## config.mk

```make
export PLATFORM = sky130hd
export DESIGN_NAME = imem_access_ctrl
export DESIGN_NICKNAME = d
export VERILOG_FILES = /design/src/rtl/imem_pkg.sv /design/src/rtl/imem_addr_check.sv /design/src/rtl/imem_access_ctrl.sv
export SDC_FILE = /design/constraint.sdc
export NUM_CORES = 1
export LEC_CHECK = 0
export BUFFER_PORTS_ARGS = -buffer_cell sky130_fd_sc_hd__buf_2
export CORE_AREA = 2 2 86 88
export DETAILED_ROUTE_END_ITERATION = 10
export DIE_AREA = 0 0 88 90
export MAX_ROUTING_LAYER = met4
export PLACE_DENSITY_LB_ADDON = 0.15
export RECOVER_POWER = 25
export SYNTH_ARGS = -nofsm -noshare
export SYNTH_HDL_FRONTEND = slang
export SYNTH_SLANG_ARGS = --single-unit
```

## constraint.sdc

```tcl
create_clock -name clk -period 2.8 [get_ports clk]
set_input_delay 0.28 -clock clk [delete_from_list [all_inputs] [get_ports clk]]
set_output_delay 0.28 -clock clk [all_outputs]
set_load 0.02 [all_outputs]
```

## src/rtl/imem_pkg.sv

```systemverilog
// Shared types and default sizing for the instruction-memory access controller.
package imem_pkg;

    localparam int DEPTH_DEF    = 256;
    localparam int MAX_WAIT_DEF = 8;

    typedef enum logic {
        LOAD,
        RUN
    } state_t;

    typedef enum logic [1:0] {
        NONE,
        FETCH,
        LOADER,
        FETCH_ERR_RSP
    } owner_t;

endpackage

```

## src/rtl/imem_addr_check.sv

```systemverilog
// Range checker: byte-addressed PCs (sign, alignment, depth) or plain word indices (depth only).
module imem_addr_check #(
    parameter int DEPTH     = 256,
    parameter int AW        = 32,
    parameter bit BYTE_ADDR = 1'b1
) (
    input  logic [AW-1:0]              addr,
    output logic                       bad,
    output logic [$clog2(DEPTH)-1:0]   idx
);

    localparam int IDX_W = $clog2(DEPTH);
    localparam logic [AW-1:0] DEPTH_V = AW'(DEPTH);

    generate
        if (BYTE_ADDR) begin : g_byte
            logic [AW-1:0] word;
            assign word = {2'b00, addr[AW-1:2]};
            // Bit 31 set is already out of range, but flagged explicitly for negative PCs.
            assign bad  = addr[AW-1] | (addr[1:0] != 2'b00) | (word >= DEPTH_V);
            assign idx  = word[IDX_W-1:0];
        end else begin : g_word
            assign bad = (addr >= DEPTH_V);
            assign idx = addr[IDX_W-1:0];
        end
    endgenerate

endmodule

```

## src/rtl/imem_access_ctrl.sv

```systemverilog
// Shares the single-port instruction memory between core fetch and the program loader,
// with a LOAD/RUN sequencer, bounded loader starvation and PC range checking.
module imem_access_ctrl
    import imem_pkg::*;
#(
    parameter int DEPTH    = DEPTH_DEF,
    parameter int MAX_WAIT = MAX_WAIT_DEF,
    localparam int IDX_W   = $clog2(DEPTH)
) (
    input  logic             clk,
    input  logic             rst_n,
    input  logic             fetch_req,
    input  logic [31:0]      fetch_pc,
    output logic             fetch_gnt,
    output logic             fetch_valid,
    output logic [31:0]      fetch_inst,
    output logic             fetch_err,
    input  logic             ld_req,
    input  logic             ld_we,
    input  logic [IDX_W:0]   ld_addr,
    input  logic [31:0]      ld_wdata,
    output logic             ld_gnt,
    output logic             ld_rvalid,
    output logic [31:0]      ld_rdata,
    input  logic             ld_done,
    input  logic             ld_halt,
    output logic             core_hold,
    output logic             mem_en,
    output logic             mem_we,
    output logic [IDX_W-1:0] mem_addr,
    output logic [31:0]      mem_wdata,
    input  logic [31:0]      mem_rdata
);

    localparam logic [7:0] WAIT_MAX = 8'(MAX_WAIT);

    state_t           state, state_nxt;
    logic [7:0]       wait_cnt;
    logic             forced;
    logic             fetch_bad, ld_bad;
    logic [IDX_W-1:0] fetch_idx, ld_idx;
    owner_t           fetch_own_p1, ld_own_p1;
    logic             ld_zero_p1;

    imem_addr_check #(.DEPTH(DEPTH), .AW(32), .BYTE_ADDR(1'b1)) u_fetch_chk (
        .addr (fetch_pc),
        .bad  (fetch_bad),
        .idx  (fetch_idx)
    );

    imem_addr_check #(.DEPTH(DEPTH), .AW(IDX_W+1), .BYTE_ADDR(1'b0)) u_ld_chk (
        .addr (ld_addr),
        .bad  (ld_bad),
        .idx  (ld_idx)
    );

    always_ff @(posedge clk or negedge rst_n) begin
        if (!rst_n) state <= LOAD;
        else        state <= state_nxt;
    end

    always_comb begin
        state_nxt = state;
        case (state)
            LOAD:    if (ld_done) state_nxt = RUN;
            RUN:     if (ld_halt) state_nxt = LOAD;
            default: state_nxt = LOAD;
        endcase
    end

    assign core_hold = (state == LOAD);
    assign forced    = (state == RUN) && ld_req && (wait_cnt == WAIT_MAX);

    always_ff @(posedge clk or negedge rst_n) begin
        if (!rst_n) begin
            wait_cnt <= '0;
        end else if ((state_nxt != state) || ld_gnt) begin
            wait_cnt <= '0;
        end else if ((state == RUN) && ld_req && (wait_cnt < WAIT_MAX)) begin
            wait_cnt <= wait_cnt + 8'd1;
        end
    end

    // Arbiter: grants and memory strobes are combinational and forced low in reset.
    always_comb begin
        fetch_gnt = 1'b0;
        ld_gnt    = 1'b0;
        mem_en    = 1'b0;
        mem_we    = 1'b0;
        mem_addr  = '0;
        mem_wdata = '0;
        if (rst_n) begin
            if (state == LOAD) begin
                ld_gnt = ld_req;
            end else if (fetch_req && !forced) begin
                fetch_gnt = 1'b1;
                ld_gnt    = ld_req && fetch_bad;
            end else begin
                ld_gnt = ld_req;
            end

            if (fetch_gnt && !fetch_bad) begin
                mem_en   = 1'b1;
                mem_addr = fetch_idx;
            end else if (ld_gnt && !ld_bad) begin
                mem_en    = 1'b1;
                mem_we    = ld_we;
                mem_addr  = ld_idx;
                mem_wdata = ld_we ? ld_wdata : '0;
            end
        end
    end

    // Stage p1: owner of the response data returned one cycle after the grant.
    always_ff @(posedge clk or negedge rst_n) begin
        if (!rst_n) begin
            fetch_own_p1 <= NONE;
            ld_own_p1    <= NONE;
        end else begin
            fetch_own_p1 <= !fetch_gnt ? NONE : (fetch_bad ? FETCH_ERR_RSP : FETCH);
            ld_own_p1    <= (ld_gnt && !ld_we) ? LOADER : NONE;
        end
    end

    always_ff @(posedge clk) begin
        ld_zero_p1 <= ld_bad;
    end

    assign fetch_valid = (fetch_own_p1 != NONE);
    assign fetch_err   = (fetch_own_p1 == FETCH_ERR_RSP);
    assign fetch_inst  = (fetch_own_p1 == FETCH) ? mem_rdata : '0;
    assign ld_rvalid   = (ld_own_p1 == LOADER);
    assign ld_rdata    = (ld_rvalid && !ld_zero_p1) ? mem_rdata : '0;

endmodule

```

* After elaboration in Yosys (flattened, before gate mapping) *
Cells that the tools add are included.

operators by class
  add/subtract/negate cells = 1
  $mul = 0
  divide/modulo/power cells = 0
  order comparisons = 3
  eq/ne operators = 5
  shifts and indexed selects = 0
  muxes and demuxes = 31
  bitwise operators = 3
  reductions and logical operators = 18

operators with widths
  cell                                                        number
  2-to-1 mux 32 bit                                           6
  2-to-1 mux 8 bit                                            5
  >= comparator 30 x 9 -> 1 bit, second input constant        1
  2-to-1 mux 1 bit                                            16
  >= comparator 9 bit, second input constant                  1
  logical AND 1 bit                                           9
  adder 8 x 1 -> 8 bit, second input constant                 1
  == test 8 x 4 -> 1 bit, second input constant               1
  less-than comparator 8 x 4 -> 1 bit, second input constant  1
  2-to-1 mux 2 bit                                            3
  nonzero test 2 bit                                          3
  zero test 1 bit                                             5
  == test 2 bit, second input constant                        2
  == test 2 x 1 -> 1 bit, second input constant               1
  bitwise OR 1 bit                                            2
  case mux 1 bit (2 select lines)                             1
  logical OR 1 bit                                            1
  inequality test 1 bit                                       1
  NOT 1 bit                                                   1

storage, ports and cells
  bits in registers = 14
  latch bits = 0
  RAM bits = 0
  memory bits (read-only) = 0
  input bits = 112
  output and inout port bits = 112
  logic and storage cells = 66
  memories kept = 0

* Depth between registers and ports, before layout *
Gate-level depths: netlist of run 1.

  depth in word-level cells = 11
  mapped depth = 7
  gate-level depth less buffers = 6

* By module *
Synthesis of run 1 repeated with hierarchy kept, for this count alone.

unflattened totals
  cells, all modules = 208
  area total of the unflattened synthesis = 1,607.8 µm²

modules (own cells, without submodules)
  module                         instances  cells each  area each (µm²)  seq. area each (µm²)
  imem_access_ctrl               1          183         1,432.6          320.3
  imem_addr_check (u_fetch_chk)  1          16          111.4            0.0
  imem_addr_check (u_ld_chk)     1          9           63.8             0.0

* Worst setup path after synthesis of run 1 *
No wires, ideal clock.

  path type = reg-to-output
  from = register wait_cnt[4]
  to = output mem_addr[0]
  arrival = 1.982 ns
  slack = 0.538 ns
  cell stages (with the launch flop) = 6
  path buffers = 1
  cells stage by stage = dfrtp_1 > or4_4 > o311a_4 > and3_4 > buf_6 > mux2i_1

on the way
  longest elaborated chain between the ends = 11
  elaborated cells on any way between the ends = 15
  those cells by class = 1 x eq/ne; 9 x mux; 5 x reduce/logical

RTL lines
  element                   RTL line                 RTL
  start: declaration        imem_access_ctrl.sv:38   logic [7:0] wait_cnt;
  start signal: assignment  imem_access_ctrl.sv:80   wait_cnt <= wait_cnt + 8'd1;
  == test 8 x 4 -> 1 bit *  imem_access_ctrl.sv:72   assign forced = (state == RUN) && ld_req && (wait_cnt == WAIT_MAX);
  logical AND 1 bit *       imem_access_ctrl.sv:72
  zero test 1 bit *         imem_access_ctrl.sv:95   end else if (fetch_req && !forced) begin
  logical AND 1 bit *       imem_access_ctrl.sv:95
  2-to-1 mux 1 bit          imem_access_ctrl.sv:95
  2-to-1 mux 1 bit          imem_access_ctrl.sv:93   if (state == LOAD) begin
  2-to-1 mux 1 bit          imem_access_ctrl.sv:92   if (rst_n) begin
  logical AND 1 bit         imem_access_ctrl.sv:105  end else if (ld_gnt && !ld_bad) begin
  2-to-1 mux 8 bit          imem_access_ctrl.sv:105
  2-to-1 mux 8 bit *        imem_access_ctrl.sv:102  if (fetch_gnt && !fetch_bad) begin
  2-to-1 mux 8 bit *        imem_access_ctrl.sv:92
  end: declaration          imem_access_ctrl.sv:30   output logic [IDX_W-1:0] mem_addr,

Mark *: on every way between the ends. The rest lies on a longest branch, timed or not. The select of a mux whose other input is x is not followed.

* Worst setup path in the final report of run 1 *
  from = register wait_cnt[4]
  to = output mem_wdata[1]

on the way
  longest elaborated chain between the ends = 11
  elaborated cells on any way between the ends = 15
  those cells by class = 1 x eq/ne; 9 x mux; 5 x reduce/logical

RTL lines
  element                   RTL line                 RTL
  == test 8 x 4 -> 1 bit *  imem_access_ctrl.sv:72
  logical AND 1 bit *       imem_access_ctrl.sv:72
  zero test 1 bit *         imem_access_ctrl.sv:95
  logical AND 1 bit *       imem_access_ctrl.sv:95
  2-to-1 mux 1 bit          imem_access_ctrl.sv:95
  2-to-1 mux 1 bit          imem_access_ctrl.sv:93
  2-to-1 mux 1 bit          imem_access_ctrl.sv:92
  logical AND 1 bit         imem_access_ctrl.sv:105
  2-to-1 mux 32 bit         imem_access_ctrl.sv:105
  2-to-1 mux 32 bit *       imem_access_ctrl.sv:102
  2-to-1 mux 32 bit *       imem_access_ctrl.sv:92
  end: declaration          imem_access_ctrl.sv:31   output logic [31:0] mem_wdata,

Marked as above.

==> run_results.csv, run 1 <==
group,metric,value,unit
logic_synthesis,yosys.area.top_type,"and2_1",
logic_synthesis,postSynthCellCount,205,
timing,fin_crit,2.66,ns
finish,drive_gt1_frac,0.514,
timing,fmax,376,MHz
floorplan,row_count,31,
logic_synthesis,synth_warnings,0,
pwr,ir_drop,125,uV
finish,antenna_cells,0,
placement,numPortBuffers,223,
worst_setup_path,cp.arrival,2.38,ns
route,route.detailed.drc,0,
timing,worst_slew_pin_slew,1.03,ns
worst_setup_path,start_kind,"flip-flop",
floorplan,start_util,0.216,
pwr,pwr_density_cell,230,nW/um^2
clocking,clock_latency,0.24,ns
route,vias,2157,
logic_synthesis,yosysMostFrequentCell,"and2_1",
logic_synthesis,synthArstFlopShare,0.923,
global_routing,grt_pass1_vias,2051,
logic_synthesis,synthTopCellsByArea,"and2_1, dfrtp_1, and3_1, mux2i_1, nand2_1",
timing,period_share,0.950,
finish,synthToLayoutAreaGrowth,80.7,%
worst_setup_path,rr_startpoint,"wait_cnt[4]",
clocking,post_cts_buffers,0,
finish,fin_util,0.390,
timing,rsz0062_at_grt,"false",
timing,timing.final.ws_setup,0.139,ns
logic_synthesis,synth.distinct_cells,30,
global_routing,grtUsageMet1,0.178,
floorplan,ios,224,
route,wl_per_cell,12.4,microns
route,dr.pass1.iters,4,
worst_setup_path,end_kind,"output pin",
min_path,hold_class,"input port to flip-flop",
logic_synthesis,syn-num-nets,319,
worst_setup_path,crit_family,"simple AND/OR/NAND/NOR gates",
worst_setup_path,critical_path_buf_inv_count,2,
clocking,clock_sinks,13,
finish,nNetsFinal,537,
global_routing,grt_max_degree,34,
worst_setup_path,cp_max_fo,33,
global_routing,use_met2,0.293,
clocking,post_cts_resized,0,
placement,pre_cts_ws,0.399,ns
timing,fin_skew,0.00295,ns
clocking,cts_tree,"built",
run_status,status,"finished, final reports clean",
clocking,cts.path.max_buffers,2,
floorplan,coreArea,7020,sq um
logic_synthesis,synth_top_cell_area_share,0.276,
pwr,p_leak,1.73,nW
worst_setup_path,critical_path_required,2.52,ns
timing,holdWs,0.219,ns
worst_setup_path,r2r_slack,0.93,ns
finish,finalNonFillerCells,521,
timing,maxSlewHeadroom,0.313,
logic_synthesis,synth-edff-count,0,
worst_setup_path,crit_type,"flip-flop to output pin",
floorplan,dieArea,7920,sq um
logic_synthesis,synth_area,1520,sq um
global_routing,busiest_layer,"met2",
global_routing,antenna_found_initial,0,
route,wirelength,6440,microns
route,drt-initial-drc-count,39,
clocking,path_clk_slew,0.05,ns
logic_synthesis,syn_avg_cell_area,7.40,sq um
pwr,finalPower,629,uW
global_routing,met3_usage,0.0285,
worst_setup_path,worstPathCellList,"or4_4 > o311a_4 > a31oi_4 > buf_4 > and3_1 > buf_2",
placement,place_hpwl,5560,microns
clocking,ctsHoldBuffers,0,
min_path,hold_start,"ld_we",
clocking,htree_num_levels,1,
worst_setup_path,cp_slowest_cell,"or4_4",
worst_setup_path,crit_path_start,"wait_cnt[4]",
global_routing,grt_usage,0.160,
timing,setup_viol,0,
logic_synthesis,ys_seq_area_frac,0.211,
worst_setup_path,max_stage_delay,0.56,ns
global_routing,grt_overflow,0,
job,max_cap_violations,0,
logic_synthesis,synth_common_cells,"and2_1, and3_1, nand2_1, dfrtp_1, clkbuf_1",
clocking,cts-buffers-inserted,3,
timing,fin_setup_tns,0,ns
floorplan,die_h,90,microns
floorplan,die_w,88,microns
timing,slew_violations,0,
route,viasPerCell,4.14,
logic_synthesis,dominantRegCellSynth,"dfrtp_1",
clocking,cts_root_buf,"clkbuf_8",
placement,dp_cells,517,
global_routing,grt_pass1_wl,10000,microns
finish,final_cell_area,2740,sq um
logic_synthesis,synth-seq-cells,13,
timing,final_hold_viol_count,0,
placement,place.gp.congestion,0.802,
route,drtAntennaViolNets,0,
placement,place_area,2730,sq um
==> flip-flops by register name (all words and copies together), names as in the netlist <==
signal        count
fetch_own_p1      2
ld_own_p1         1
ld_zero_p1        1
state             1
wait_cnt          8
==> logic make-up (layout without fill, tap and decap cells) <==
| group | count (synthesis) | in the layout | share of synthesized area |
|---|---|---|---|
| adders and majority gates | 2 | 2 | 0.0165 |
| muxes | 11 | 11 | 0.0759 |
| DFF | 13 | 13 | 0.211 |
| xor gates and xnor gates | 2 | 2 | 0.0116 |
| AOI/OAI and AO/OA | 5 | 5 | 0.0396 |
| and+or+nand+nor | 151 | 151 | 0.583 |
| buffers and inverters | 21 | 238 | 0.0619 |
==> worst reg2reg max path, delay by kind of cell (launching register included) <==
kind                   cells  cell delay, ns
AO/OA/AOI/OAI              2            0.57
flip-flops                 1            0.37
AND/OR/NAND/NOR            2            0.62
buffers and inverters      1            0.18
==> cells in the final DEF, fill, tap and decap left out, types with 2 or more instances in the layout <==
| cell type | n |
|---|---|
| and2_0 | 2 |
| and2_1 | 65 |
| and3_1 | 32 |
| buf_2 | 204 |
| buf_4 | 4 |
| clkbuf_1 | 22 |
| clkbuf_8 | 3 |
| dfrtp_1 | 12 |
| ha_1 | 2 |
| inv_1 | 5 |
| mux2i_1 | 10 |
| nand2_1 | 23 |
| nor2_1 | 7 |
| nor2b_1 | 3 |
| nor3_1 | 3 |
| nor3b_1 | 3 |
| nor4_1 | 5 |
| o21ai_0 | 2 |
| or4_1 | 2 |
| xnor2_1 | 2 |
==> power breakdown <==
part | switching (mW) | internal, mW | leakage [nW]
registers | 0.00758 | 0.195 | 0.172
clock network | 0.0617 | 0.100 | 0.0228
logic | 0.145 | 0.119 | 1.54
==> cell type report <==
| type | count | area, sq um |
|---|---|---|
| Fill cell | 774 | 4280 |
| Timing Repair Buffer | 229 | 1130 |
| Multi-Input combinational cell | 171 | 1100 |
| Sequential cell | 13 | 320 |
| Tap cell | 99 | 124 |
| Clock buffer | 4 | 45.0 |
| Inverter | 5 | 18.8 |
==> metal layers <==
layer,vias up,wire length [microns]
li1,1109,-
met2,134,3360
met5,-,0
met3,10,611
met1,904,2370
met4,0,102
==> worst paths after layout <==
path	cells past startpoint	to
worst max-delay path	6	mem_wdata[1]
worst min-delay path	2	ld_own_p1[1]
worst max register to register	5	wait_cnt[2]
worst min register to register	2	wait_cnt[4]
max in group asynchronous	2	wait_cnt[0]
min in group asynchronous	2	wait_cnt[1]
(Power assumes the default switching activity.)
==> inputs of run 2 (changes only) <==
ABC_AREA = 1   (was not set)
CORE_AREA = 2 2 87 89   (was 2 2 86 88)
DIE_AREA = 0 0 89 91   (was 0 0 88 90)
==> run_results.csv, run 2 <==
group,metric,value,unit
floorplan,ios,224,
finish,synthToLayoutAreaGrowth,74.9,%
timing,maxSlewHeadroom,0.105,
logic_synthesis,synthArstFlopShare,0.923,
placement,place_hpwl,5490,microns
worst_setup_path,start_kind,"flip-flop",
logic_synthesis,dominantRegCellSynth,"dfrtp_1",
global_routing,grt_overflow,0,
route,drt-initial-drc-count,45,
timing,fin_crit,2.54,ns
global_routing,grt_pass1_wl,9200,microns
global_routing,antenna_found_initial,0,
logic_synthesis,synth.distinct_cells,21,
global_routing,grt_max_degree,34,
logic_synthesis,synthTopCellsByArea,"nor2_1, inv_1, dfrtp_1, nor2_2, nand2_1",
clocking,cts_root_buf,"clkbuf_8",
finish,antenna_cells,0,
logic_synthesis,ys_seq_area_frac,0.199,
placement,numPortBuffers,223,
clocking,ctsHoldBuffers,0,
pwr,pwr_density_cell,239,nW/um^2
timing,worst_slew_pin_slew,1.34,ns
logic_synthesis,synth-edff-count,0,
logic_synthesis,synth_top_cell_area_share,0.230,
timing,rsz0062_at_grt,"false",
worst_setup_path,crit_type,"flip-flop to output pin",
timing,slew_violations,0,
global_routing,grt_usage,0.145,
route,wl_met2,3380,microns
timing,holdWs,0.195,ns
placement,place_area,2810,sq um
timing,final_hold_viol_count,0,
logic_synthesis,syn_avg_cell_area,5.29,sq um
worst_setup_path,critical_path_required,2.52,ns
finish,nNetsFinal,638,
worst_setup_path,end_kind,"output pin",
timing,setup_viol,0,
finish,nFillCells,831,
finish,largest-register,"wait_cnt",
route,wl_met1,2340,microns
route,dr.pass1.iters,4,
timing,fin_skew,0.000898,ns
clocking,cts-buffers-inserted,3,
route,wirelength,6390,microns
logic_synthesis,yosysMostFrequentCell,"nor2_1",
placement,place.gp.congestion,0.858,
clocking,cts.path.max_buffers,2,
timing,fin_setup_tns,0,ns
route,drtAntennaViolNets,0,
finish,final_cell_mix,"buf_2, nor2_1, inv_1, nand2_1, nor2_2",
route,route.detailed.drc,0,
logic_synthesis,syn-num-nets,419,
finish,largest_register_ffs,8,
clocking,post_cts_buffers,0,
clocking,path_clk_slew,0.06,ns
clocking,clock_sinks,13,
logic_synthesis,synth_warnings,0,
clocking,htree_num_levels,1,
pwr,ir_drop,120,uV
clocking,clock_latency,0.25,ns
route,viasPerCell,3.90,
finish,final_cell_area,2820,sq um
pwr,p_leak,2.02,nW
clocking,cts_tree,"built",
floorplan,coreArea,7140,sq um
timing,fmax,393,MHz
placement,pre_cts_ws,0.574,ns
global_routing,grt_pass1_vias,2092,
route,wl_met3,550,microns
worst_setup_path,cp_max_fo,33,
finish,reg_top3,"wait_cnt (8), fetch_own_p1 (2)",
floorplan,die_w,89,microns
timing,timing.final.ws_setup,0.257,ns
logic_synthesis,postSynthCellCount,305,
worst_setup_path,cp.arrival,2.26,ns
logic_synthesis,synth_common_cells,"nor2_1, inv_1, nand2_1, nor2_2, dfrtp_1",
logic_synthesis,yosys.area.top_type,"nor2_1",
run_status,status,"finished, final reports clean",
finish,drive_gt1_frac,0.472,
floorplan,die_h,91,microns
route,top_layer_used,"met4",
logic_synthesis,synth-seq-cells,13,
route,wl_per_cell,10.3,microns
logic_synthesis,synth_area,1610,sq um
worst_setup_path,r2r_slack,0.90,ns
job,max_cap_violations,0,
floorplan,row_count,31,
timing,period_share,0.908,
route,vias,2423,
floorplan,dieArea,8100,sq um
clocking,post_cts_resized,0,
finish,layout_commonest_cell,"buf_2",
floorplan,start_util,0.226,
min_path,hold_class,"input port to flip-flop",
run 2: changes by cell type after synthesis, moves of 10 or more:
cell     before  now
mux2i_1      10    0
inv_1         5   87
and3_1       32    0
nor2_1        7   99
nor2_2        0   30
and2_1       67    0
run 2: layer usage:
layer	up-vias	track usage
met1	994	0.147
met2	134	0.281
met4	0	0.0473
li1	1286	-
met3	9	0.0136
met5	-	-
run 2: final timing paths:
check,start,end,cells past startpoint
setup / recovery,wait_cnt[0],mem_wdata[0],12
hold / removal,ld_we,ld_own_p1[1],2
setup reg to reg,wait_cnt[0],wait_cnt[1],11
hold reg to reg,wait_cnt[7],wait_cnt[7],2
max in group asynchronous,rst_n,wait_cnt[7],2
min in group asynchronous,rst_n,wait_cnt[4],2
run 2: worst max-delay path: stages (launching register included):
cell and delay, ns:
dfrtp_1 0.38, inv_1 0.08, ha_1 0.20, nand3_1 0.08, nor2_1 0.04, nand2_1 0.05, nand2_1 0.12, nor2_4 0.29
nor3_4 0.06, nand2_2 0.05, buf_4 0.41, nor2_1 0.08, buf_2 0.17
run 2: logic make-up (layout without fill, tap and decap cells):
group | after synthesis | count (layout) | synth area share
AND/OR/NAND/NOR | 184 | 184 | 0.517
buffers and inverters | 99 | 317 | 0.244
flip-flops | 13 | 13 | 0.199
AO/OA/AOI/OAI | 6 | 6 | 0.0194
adder cells (fa/ha/maj) | 2 | 2 | 0.0155
XOR/XNOR | 1 | 1 | 0.00543
run 2: power by group:
| part | total (mW) | internal [mW] | switching (mW) |
|---|---|---|---|
| registers | 0.203 | 0.196 | 0.00725 |
| logic | 0.298 | 0.115 | 0.182 |
| clock network | 0.172 | 0.0986 | 0.0738 |
| total | 0.673 | 0.410 | 0.263 |
run 2: final cells by class:
class / instances / area [sq um] / share of cell area
clock buffer: 3 / 41.3 / 0.0146
clock inverter: 1 / 5.00 / 0.00177
inverter: 87 / 327 / 0.116
multi-input combinational: 193 / 896 / 0.318
sequential: 13 / 320 / 0.114
tap: 99 / 124 / 0.0439
timing repair buffer: 226 / 1110 / 0.393
run 2: metrics by stage:
step / total power, mW / cells / utilization
detailed placement: 0.510 / 618 / 0.393
finish: 0.673 / 622 / 0.395
global placement: 0.508 / 618 / 0.393
global route: 0.715 / 622 / 0.395
floorplan: 0.369 / 305 / -
CTS: 0.686 / 622 / 0.400
